===== src/rtl/conv_tap_sequencer.sv =====
// Conv forward-pass MAC sequencer: walks outputs (ow,oh,oc) and taps (kw,kh,ic); first tap valid the cycle after start.
// Tap fields hold while tap_ready is low; one tap per cycle at full rate; each output waits for res_valid, then one out_we.
module conv_tap_sequencer #(
    parameter int IN_CHANNELS  = 2,
    parameter int OUT_CHANNELS = 1,
    parameter int IN_HEIGHT    = 4,
    parameter int IN_WIDTH     = 4,
    parameter int KERNEL_SIZE  = 2,
    parameter int STRIDE       = 2,
    parameter int PADDING      = 0,
    parameter int ADDR_WIDTH   = 16
) (
    input  logic                  clk,
    input  logic                  rst,
    input  logic                  start,
    output logic                  busy,
    output logic                  done,
    output logic                  tap_valid,
    input  logic                  tap_ready,
    output logic                  tap_first,
    output logic                  tap_last,
    output logic                  tap_pad,
    output logic [ADDR_WIDTH-1:0] in_addr,
    output logic [ADDR_WIDTH-1:0] w_addr,
    output logic [ADDR_WIDTH-1:0] bias_addr,
    input  logic                  res_valid,
    output logic                  out_we,
    output logic [ADDR_WIDTH-1:0] out_addr
);
    localparam int OUT_HEIGHT = (IN_HEIGHT + 2*PADDING - KERNEL_SIZE) / STRIDE + 1;
    localparam int OUT_WIDTH  = (IN_WIDTH  + 2*PADDING - KERNEL_SIZE) / STRIDE + 1;

    localparam int IC_W = (IN_CHANNELS  > 1) ? $clog2(IN_CHANNELS)  : 1;
    localparam int OC_W = (OUT_CHANNELS > 1) ? $clog2(OUT_CHANNELS) : 1;
    localparam int K_W  = (KERNEL_SIZE  > 1) ? $clog2(KERNEL_SIZE)  : 1;
    localparam int OH_W = (OUT_HEIGHT   > 1) ? $clog2(OUT_HEIGHT)   : 1;
    localparam int OW_W = (OUT_WIDTH    > 1) ? $clog2(OUT_WIDTH)    : 1;

    localparam logic [IC_W-1:0] IC_MAX = IC_W'(IN_CHANNELS - 1);
    localparam logic [OC_W-1:0] OC_MAX = OC_W'(OUT_CHANNELS - 1);
    localparam logic [K_W-1:0]  K_MAX  = K_W'(KERNEL_SIZE - 1);
    localparam logic [OH_W-1:0] OH_MAX = OH_W'(OUT_HEIGHT - 1);
    localparam logic [OW_W-1:0] OW_MAX = OW_W'(OUT_WIDTH - 1);

    typedef enum logic [2:0] {IDLE, ISSUE, WAIT_RES, WRITE, FINISH} state_t;

    typedef struct packed {
        logic                  first;
        logic                  last;
        logic                  pad;
        logic [ADDR_WIDTH-1:0] in_addr;
        logic [ADDR_WIDTH-1:0] w_addr;
    } tap_t;

    function automatic tap_t make_tap(int oc, int oh, int ow, int ic, int kh, int kw);
        tap_t t;
        int   ih;
        int   iw;
        ih        = oh*STRIDE + kh - PADDING;
        iw        = ow*STRIDE + kw - PADDING;
        t.first   = (ic == 0) && (kh == 0) && (kw == 0);
        t.last    = (ic == IN_CHANNELS-1) && (kh == KERNEL_SIZE-1) && (kw == KERNEL_SIZE-1);
        t.pad     = (ih < 0) || (ih >= IN_HEIGHT) || (iw < 0) || (iw >= IN_WIDTH);
        t.in_addr = t.pad ? '0 : ADDR_WIDTH'(ic*IN_HEIGHT*IN_WIDTH + ih*IN_WIDTH + iw);
        t.w_addr  = ADDR_WIDTH'(((oc*IN_CHANNELS + ic)*KERNEL_SIZE + kh)*KERNEL_SIZE + kw);
        return t;
    endfunction

    state_t          state;
    tap_t            tap_q;
    logic [IC_W-1:0] ic;
    logic [K_W-1:0]  kh, kw;
    logic [OC_W-1:0] oc;
    logic [OH_W-1:0] oh;
    logic [OW_W-1:0] ow;

    logic [IC_W-1:0] nic;
    logic [K_W-1:0]  nkh, nkw;
    logic [OC_W-1:0] noc;
    logic [OH_W-1:0] noh;
    logic [OW_W-1:0] now_pos;
    logic            tap_end, pos_end;
    tap_t            tap_adv, tap_pos, tap_zero;
    logic [ADDR_WIDTH-1:0] out_cur;

    // Next tap within the current output and next output position are both
    // precomputed so the registered tap fields update with no bubble.
    always_comb begin
        tap_end = (ic == IC_MAX) && (kh == K_MAX) && (kw == K_MAX);
        nkw     = (kw == K_MAX) ? '0 : kw + 1'b1;
        nkh     = (kw == K_MAX) ? ((kh == K_MAX) ? '0 : kh + 1'b1) : kh;
        nic     = ((kw == K_MAX) && (kh == K_MAX)) ? ic + 1'b1 : ic;

        pos_end = (oc == OC_MAX) && (oh == OH_MAX) && (ow == OW_MAX);
        now_pos = (ow == OW_MAX) ? '0 : ow + 1'b1;
        noh     = (ow == OW_MAX) ? ((oh == OH_MAX) ? '0 : oh + 1'b1) : oh;
        noc     = ((ow == OW_MAX) && (oh == OH_MAX)) ? oc + 1'b1 : oc;

        tap_adv  = make_tap(int'(oc), int'(oh), int'(ow), int'(nic), int'(nkh), int'(nkw));
        tap_pos  = make_tap(int'(noc), int'(noh), int'(now_pos), 0, 0, 0);
        tap_zero = make_tap(0, 0, 0, 0, 0, 0);
        out_cur  = ADDR_WIDTH'(int'(oc)*OUT_HEIGHT*OUT_WIDTH + int'(oh)*OUT_WIDTH + int'(ow));
    end

    always_ff @(posedge clk) begin
        if (rst) begin
            state     <= IDLE;
            tap_q     <= '0;
            ic        <= '0;
            kh        <= '0;
            kw        <= '0;
            oc        <= '0;
            oh        <= '0;
            ow        <= '0;
            busy      <= 1'b0;
            done      <= 1'b0;
            tap_valid <= 1'b0;
            bias_addr <= '0;
            out_we    <= 1'b0;
            out_addr  <= '0;
        end else begin
            case (state)
                IDLE: begin
                    if (start) begin
                        state     <= ISSUE;
                        busy      <= 1'b1;
                        tap_valid <= 1'b1;
                        tap_q     <= tap_zero;
                        bias_addr <= '0;
                    end
                end
                ISSUE: begin
                    if (tap_ready) begin
                        if (tap_end) begin
                            state     <= WAIT_RES;
                            tap_valid <= 1'b0;
                            tap_q     <= '0;
                            ic        <= '0;
                            kh        <= '0;
                            kw        <= '0;
                        end else begin
                            tap_q <= tap_adv;
                            ic    <= nic;
                            kh    <= nkh;
                            kw    <= nkw;
                        end
                    end
                end
                WAIT_RES: begin
                    if (res_valid) begin
                        state    <= WRITE;
                        out_we   <= 1'b1;
                        out_addr <= out_cur;
                    end
                end
                WRITE: begin
                    out_we   <= 1'b0;
                    out_addr <= '0;
                    if (pos_end) begin
                        state     <= FINISH;
                        done      <= 1'b1;
                        busy      <= 1'b0;
                        bias_addr <= '0;
                        oc        <= '0;
                        oh        <= '0;
                        ow        <= '0;
                    end else begin
                        state     <= ISSUE;
                        tap_valid <= 1'b1;
                        tap_q     <= tap_pos;
                        bias_addr <= ADDR_WIDTH'(noc);
                        oc        <= noc;
                        oh        <= noh;
                        ow        <= now_pos;
                    end
                end
                FINISH: begin
                    done  <= 1'b0;
                    state <= IDLE;
                end
                default: state <= IDLE;
            endcase
        end
    end

    assign tap_first = tap_q.first;
    assign tap_last  = tap_q.last;
    assign tap_pad   = tap_q.pad;
    assign in_addr   = tap_q.in_addr;
    assign w_addr    = tap_q.w_addr;

endmodule


===== config.mk =====
export PLATFORM = sky130hd
export DESIGN_NAME = conv_tap_sequencer
export DESIGN_NICKNAME = d
export VERILOG_FILES = /design/src/rtl/conv_tap_sequencer.sv
export SDC_FILE = /design/constraint.sdc
export NUM_CORES = 1
export LEC_CHECK = 0
export BUFFER_PORTS_ARGS = -buffer_cell sky130_fd_sc_hd__buf_2
export CORE_UTILIZATION = 40
export CTS_CLUSTER_DIAMETER = 100
export DETAILED_ROUTE_END_ITERATION = 7
export PLACE_DENSITY_LB_ADDON = 0.25
export SLEW_MARGIN = 20
export SYNTH_ARGS = -nofsm -noshare
export SYNTH_HDL_FRONTEND = slang
export SYNTH_SLANG_ARGS = --single-unit

===== constraint.sdc =====
create_clock -name clk -period 2.6 [get_ports clk]
set_input_delay 0.13 -clock clk [delete_from_list [all_inputs] [get_ports clk]]
set_output_delay 0.13 -clock clk [all_outputs]
set_load 0.02 [all_outputs]

# == Word level (Yosys, flattened, before mapping) ==
# Index checks and enable logic that the tools add are counted.
# classes
magnitude_cmp,8
bitwise,4
mux,43
reduce_logical,29
addsub,16
n_eq_ne,10
# op_table
cell,n
35-bit two-way mux,4
35-bit case mux with 3 select lines,1
16-bit case mux with 2 select lines,2
16-bit two-way mux,2
1-bit two-way mux,22
3-bit two-way mux,5
"2-bit != test, second input constant",6
3-bit case mux with 4 select lines,1
4-bit by 1-bit adder with 5-bit output,2
1-bit logical AND,10
2-bit by 1-bit adder with 3-bit output,3
2-bit AND reduction,4
4-bit AND reduction,2
6-bit by 1-bit adder with 7-bit output,1
6-bit by 3-bit adder with 7-bit output,1
7-bit two-way mux,1
"1-bit adder, second input constant",6
5-bit by 5-bit adder with 6-bit output,1
"3-bit by 2-bit equality test with 1-bit output, second input constant",2
"2-bit by 3-bit >= comparator with 1-bit output, second input constant",2
"3-bit >= comparator, second input constant",2
1-bit logical OR,6
"3-bit by 1-bit < comparator with 1-bit output, second input constant",2
1-bit case mux with 2 select lines,3
other kinds (13),19
# word_totals
wordCells,128
reg_bits,80

# == Longest topological paths before layout ==
# Gate-level depths: netlist (run 1).
# depth
ltp_word,12
ltp_mapped,6

# == Worst setup path after synthesis (run 1) ==
# OpenSTA, ideal clock, no wires.
# synth_timing
kind,register -> register
start,register state[1]
end,"register tap_q, in the netlist in_addr[4]"
stages_incl_launch_ff,7
path_buffers,2
path_slack_ns,1.245
t_arrival_ns,1.227
period_less_slack_ns,1.355
setup_ns,0.128
cell_sequence,dfxtp_1 -> buf_6 -> nor4b_4 -> a41o_1 -> buf_2 -> mux2i_1 -> nor2_1
# synth_via
elab_chain_cells,3
# synth_lines
element,line,rtl
start: declaration,69,state_t state;
start signal: assignment,107,state <= IDLE;
start signal: assignment,125,state <= ISSUE;
start signal: assignment,135,state <= WAIT_RES;
3-bit by 2-bit equality test with 1-bit output (tied with other cells),122,case (state)
2-bit != test (no source line) / 3-bit nonzero test (equally long branches),n/a,
4-bit AND reduction (no source line),n/a,
end signal: assignment,128,tap_q <= tap_zero;
end signal: assignment,142,tap_q <= tap_adv;
end signal: assignment,170,tap_q <= tap_pos;
end: declaration,70,tap_t tap_q;
# Several ways; a longest one is shown, not always the timed one.
# A chain may end at the register's enable or synchronous reset.

# == Worst setup path after layout (run 1) ==
# layout_timing
start,register state[0]
end,"register tap_q, in the netlist in_addr[2]"
# Same word-level chain as after synthesis.

==> results of run 1 <==
report_power, final:
group / internal (mW) / switching [mW] / total, mW
sequential: 0.394 / 0.0137 / 0.408
clock: 0.107 / 0.119 / 0.226
combinational: 0.0364 / 0.120 / 0.156
per-stage QoR:
| stage | cells | cell area [sq um] | setup slack, ps |
|---|---|---|---|
| 2_1_floorplan | 240 | 1880 | 1250 |
| 3_3_place_gp | 248 | 1590 | 934 |
| 3_5_place_dp | 248 | 1590 | 920 |
| 4_1_cts | 252 | 1640 | 900 |
| 5_1_grt | 252 | 1640 | 736 |
| 6_report | 252 | 1640 | 908 |
critical path, cell delays in order, from the launching register on:
cell and delay, ps:
dfxtp_1 670, or3b_4 520, nor2_8 160, nand3_1 130, a21oi_1 150
cells in the final DEF, fill, tap and decap left out, drive strengths merged, types with 6 or more instances in the layout:
cell type | netlist | routed
nor3 | 10 | 10
conb | 1 | 52
nand2 | 7 | 7
mux2i | 6 | 6
dfxtp | 25 | 25
o21ai | 8 | 8
a21oi | 10 | 10
nor2 | 15 | 15
buf | 61 | 23
kinds of logic (layout without fill, tap and decap cells):
logic type | Yosys count | count (layout) | share of synthesized area [%]
buffers and inverters | 68 | 30 | 28.3
and+or+nand+nor | 52 | 52 | 21.7
AOI/OAI and AO/OA | 29 | 29 | 11.8
DFF | 25 | 25 | 29.6
muxes | 8 | 8 | 4.88
xor gates and xnor gates | 4 | 4 | 2.07
adders and majority gates | 2 | 2 | 1.48
other | 1 | 52 | 0.222
per-layer routing:
metal / vias up / GRT usage (%) / part of all wire, %
met5: - / 0 / 0
met4: 0 / 3.99 / 0.78
met3: 2 / 1.71 / 5.6
met2: 44 / 18.8 / 42
met1: 502 / 18.9 / 51
li1: 565 / - / -
final timing paths:
kind | startpoint | end | slack [ps] | cells after the start
hold reg to reg | w_addr[3] | w_addr[3] | 470 | 2
setup reg to reg | state[0] | in_addr[2] | 910 | 4
hold / removal | tap_ready | ic | 180 | 3
setup / recovery | state[0] | in_addr[2] | 910 | 4
layout make-up:
| cell class | count | share of cell area [%] |
|---|---|---|
| multi-input combinational | 147 | 55.1 |
| sequential | 25 | 30.5 |
| timing repair buffer | 23 | 7.02 |
| tap | 50 | 3.82 |
| clock buffer | 3 | 2.52 |
| inverter | 3 | 0.687 |
| clock inverter | 1 | 0.305 |
==> metrics.csv, run 1 <==
metric,value,unit
fillers,418,
cts_hold_buffers,0,
timing.final.crit_share,65.1,%
syn-cell-area,0.00169,sq mm
min_path_type,in2reg,
layout.area.seq,500,sq um
p_total,0.790,mW
grt_pass1_vias,959,
synth_top_cells_by_count,"56 x buf_4, 25 x dfxtp_1, 14 x nor2_1, 10 x a21oi_1",
yosysTopAreaCell,dfxtp_1,
finClkSkew,5.46,ps
core_area,0.00403,sq mm
vias,1113,
setup_tns,0,ps
status,"complete, no violations",
synth_area_leaders,"dfxtp_1 30%, buf_4 25%, mux2i_1 3.6%",
required,2800,ps
period_minus_slack,1690,ps
final_antenna_net_count,0,
drive_above_1_share,21.3,%
whs,179,ps
wl_per_cell,10.2,um
synthCells,189,
hpwl,1.90,mm
tightest_slew,544,ps
power_density,482,mW/mm^2
hold_viol,0,
leakage,0.761,nW
drc_errors,0,
start_kind,flop,
gr-total-overflow,0,
synthArstFlopShare,0,%
multi_input_area,903,sq um
wirelength,2.57,mm
dr.first_iter.drc_count,10,
antenna_found_initial,0,
path_clk_slew,90,ps
cts_tree,built,
grt_start_max_net_pins,26,
rows,23,
boundaryPins,76,
maxClockFrequency,591,MHz
slew_headroom,63.7,%
rsz0062_at_grt,false,
cts_root_buf,clkbuf_8,
yosysUniqueCellTypes,45,
maxCapViolCount,0,
ys_ff_latch,25,
synth.avg_cell_area,8.95,sq um
viasPerCell,4.42,
h-tree-depth,1,
gp_congestion,0.738,
yosysWarnings,0,
setup_violations,0,
cts_setup_buffers,0,
dieArea,0.00449,sq mm
syn_to_final_growth,-3.11,%
clk_latency,260,ps
synth_ff_type,dfxtp_1,
endpoint_kind,flop,
synth.most_common_cell,buf_4,
report.final.slew_viol_count,0,
post-route-util,40.7,%
yosysSeqAreaShare,29.6,%
post_cts_resized,0,
first_pass_iters,4,
antennaDiodeCount,0,
port_buffers,23,
path_max_fanout,14,
cts_buffers,3,
crit_arrival,1890,ps
grt_use_total,12.8,%
clockBufferDepth,2,
nNetsFinal,210,
largest_register_ffs,5,
ir_drop,0.000221,V
crit_type,reg2reg,
synth_top_cell_area_share,29.6,%
die_h,67.0,um
die-width,67.0,um
start_util,42.0,%
grt_pass1_wl,4.49,mm
numClockSinks,25,
synth_edf_count,0,
(Power assumes the default switching activity.)
==> inputs of run 2 (changes only) <==
==> constraint.sdc (replaced) <==
create_clock -name clk -period 1.5 [get_ports clk]
set_input_delay 0.075 -clock clk [delete_from_list [all_inputs] [get_ports clk]]
set_output_delay 0.075 -clock clk [all_outputs]
set_load 0.02 [all_outputs]
==> run 2 against run 1 <==
Cell count grew 5.2%. Critical path type unchanged. Clock power grew 77%. Critical path depth grew 1. Die area is the same. Fmax grew 21%. Critical endpoint is now ic. Hold slack lost 57 ps.
==> metrics.csv, run 2 (synthesized netlist as in run 1, its figures left out) <==
metric,value,unit,change
status,"complete, no violations",,
path_cells,buf_4 -> nor3b_1 -> nand2_1 -> o21ai_0 -> a21oi_1,,
reg2reg_setup_slack,100,ps,-810 ps
viasPerCell,4.39,,-0.63%
wirelength,2.77,mm,+7.7%
leakage,0.826,nW,+8.5%
cts_tree,built,,
nNetsFinal,223,,+6.2%
drc_errors,0,,unchanged
place_ws,21.6,ps,-899 ps
p_total,1.40,mW,+77%
syn_to_final_growth,3.11,%,
rows,23,,unchanged
start_util,42.0,%,unchanged
first_pass_iters,4,,unchanged
grt_pass1_wl,4.43,mm,-1.4%
dieArea,0.00449,sq mm,unchanged
setup_tns,0,ps,unchanged
path_delay_family,simple AND/OR/NAND/NOR gates,,
endpoint_kind,flop,,
core_area,0.00403,sq mm,unchanged
layout.area.seq,503,sq um,+0.50%
boundaryPins,76,,unchanged
post_cts_resized,0,,unchanged
numClockSinks,25,,unchanged
gp_congestion,0.735,,-0.47%
cts_root_buf,clkbuf_8,,
rsz0062_at_grt,false,,
hold_viol,0,,unchanged
h-tree-depth,1,,unchanged
worst_slack,99.4,ps,-809 ps
clockBufferDepth,2,,unchanged
crit_arrival,1540,ps,-350 ps
finClkSkew,1.65,ps,-3.81 ps
setup_violations,0,,unchanged
die-width,67.0,um,unchanged
fillers,416,,-0.48%
cts_setup_buffers,0,,unchanged
clk_latency,270,ps,about the same
layout_common_cells,"52 x conb_1, 23 x dfxtp_1, 23 x buf_2",,
start_kind,flop,,
wl_per_cell,10.4,um,+2.4%
timing.final.crit_share,93.4,%,+28 points
path_clk_slew,80,ps,about the same
antenna_found_initial,0,,unchanged
gr-total-overflow,0,,unchanged
cpPeakStageDelay,390,ps,-280 ps
vias,1163,,+4.5%
maxClockFrequency,714,MHz,+21%
cp_slowest_cell,dfxtp_2,,
cts_buffers,3,,unchanged
grt_pass1_vias,964,,+0.52%
final_common_cell,conb_1,,
multi_input_area,910,sq um,+0.69%
grt_start_max_net_pins,26,,unchanged
crit_buf_inv,1,,+1
ir_drop,0.000358,V,+62%
maxCapViolCount,0,,unchanged
path_max_fanout,8,,-6
power_density,802,mW/mm^2,+66%
crit_type,reg2reg,,
cts_hold_buffers,0,,unchanged
grt_use_total,13.0,%,+0.25 points
port_buffers,23,,unchanged
min_path_type,in2reg,,
required,1640,ps,-1160 ps
antennaDiodeCount,0,,unchanged
report.final.slew_viol_count,0,,unchanged
die_h,67.0,um,unchanged
final_antenna_net_count,0,,unchanged
hpwl,2.07,mm,+8.9%
largest_register_ffs,5,,unchanged
dr.first_iter.drc_count,38,,+28
period_minus_slack,1400,ps,-291 ps
drive_above_1_share,27.4,%,+6.2 points
==> run 2: cell types whose count changed in the layout (fill, tap and decap cells not counted), sizes merged <==
cell	previous run	this run
clkinv	1	0
buf	23	36
clkbuf	3	4
==> run 2: final cells by class <==
class / instances / area share [%]
inverters: 3 / 0.646
multi-input cells: 147 / 52.2
clock buffers: 4 / 2.58
repair buffers: 36 / 12.2
well taps: 50 / 3.59
flip-flops and latches: 25 / 28.8
==> run 2: path summary, 6_finish.rpt <==
path                                 from   endpoint  cells after the start
worst max-delay path             state[0]         ic                      5
worst min-delay path            tap_ready         ic                      3
worst max register to register   state[0]         ic                      5
worst min register to register  w_addr[3]  w_addr[3]                      2
==> run 2: worst min-delay path, stage by stage <==
cell and delay, ps:
buf_2 120, nand4b_1 90, a21oi_1 60
==> run 2: where the power goes <==
part	leakage (nW)	internal [mW]	switching (mW)
clock network	0.0228	0.190	0.209
logic	0.599	0.0796	0.223
registers	0.204	0.684	0.0132
==> run 2: layer usage <==
layer	up-vias	track usage, %	wire, um
met1	521	19.4	1440
met5	-	0	0
met3	5	2.74	163
met2	47	17.5	1120
met4	0	5.59	42
li1	590	-	-
==> run 2: through the flow <==
stage	util, %	cells	hold WS (ps)	instance area, sq um
6_report	43.3	265	122	1740
5_1_grt	43.3	265	118	1740
4_1_cts	43.1	265	108	1740
3_5_place_dp	42.0	261	400	1690
3_3_place_gp	42.0	261	404	1690
2_1_floorplan	-	240	253	1880
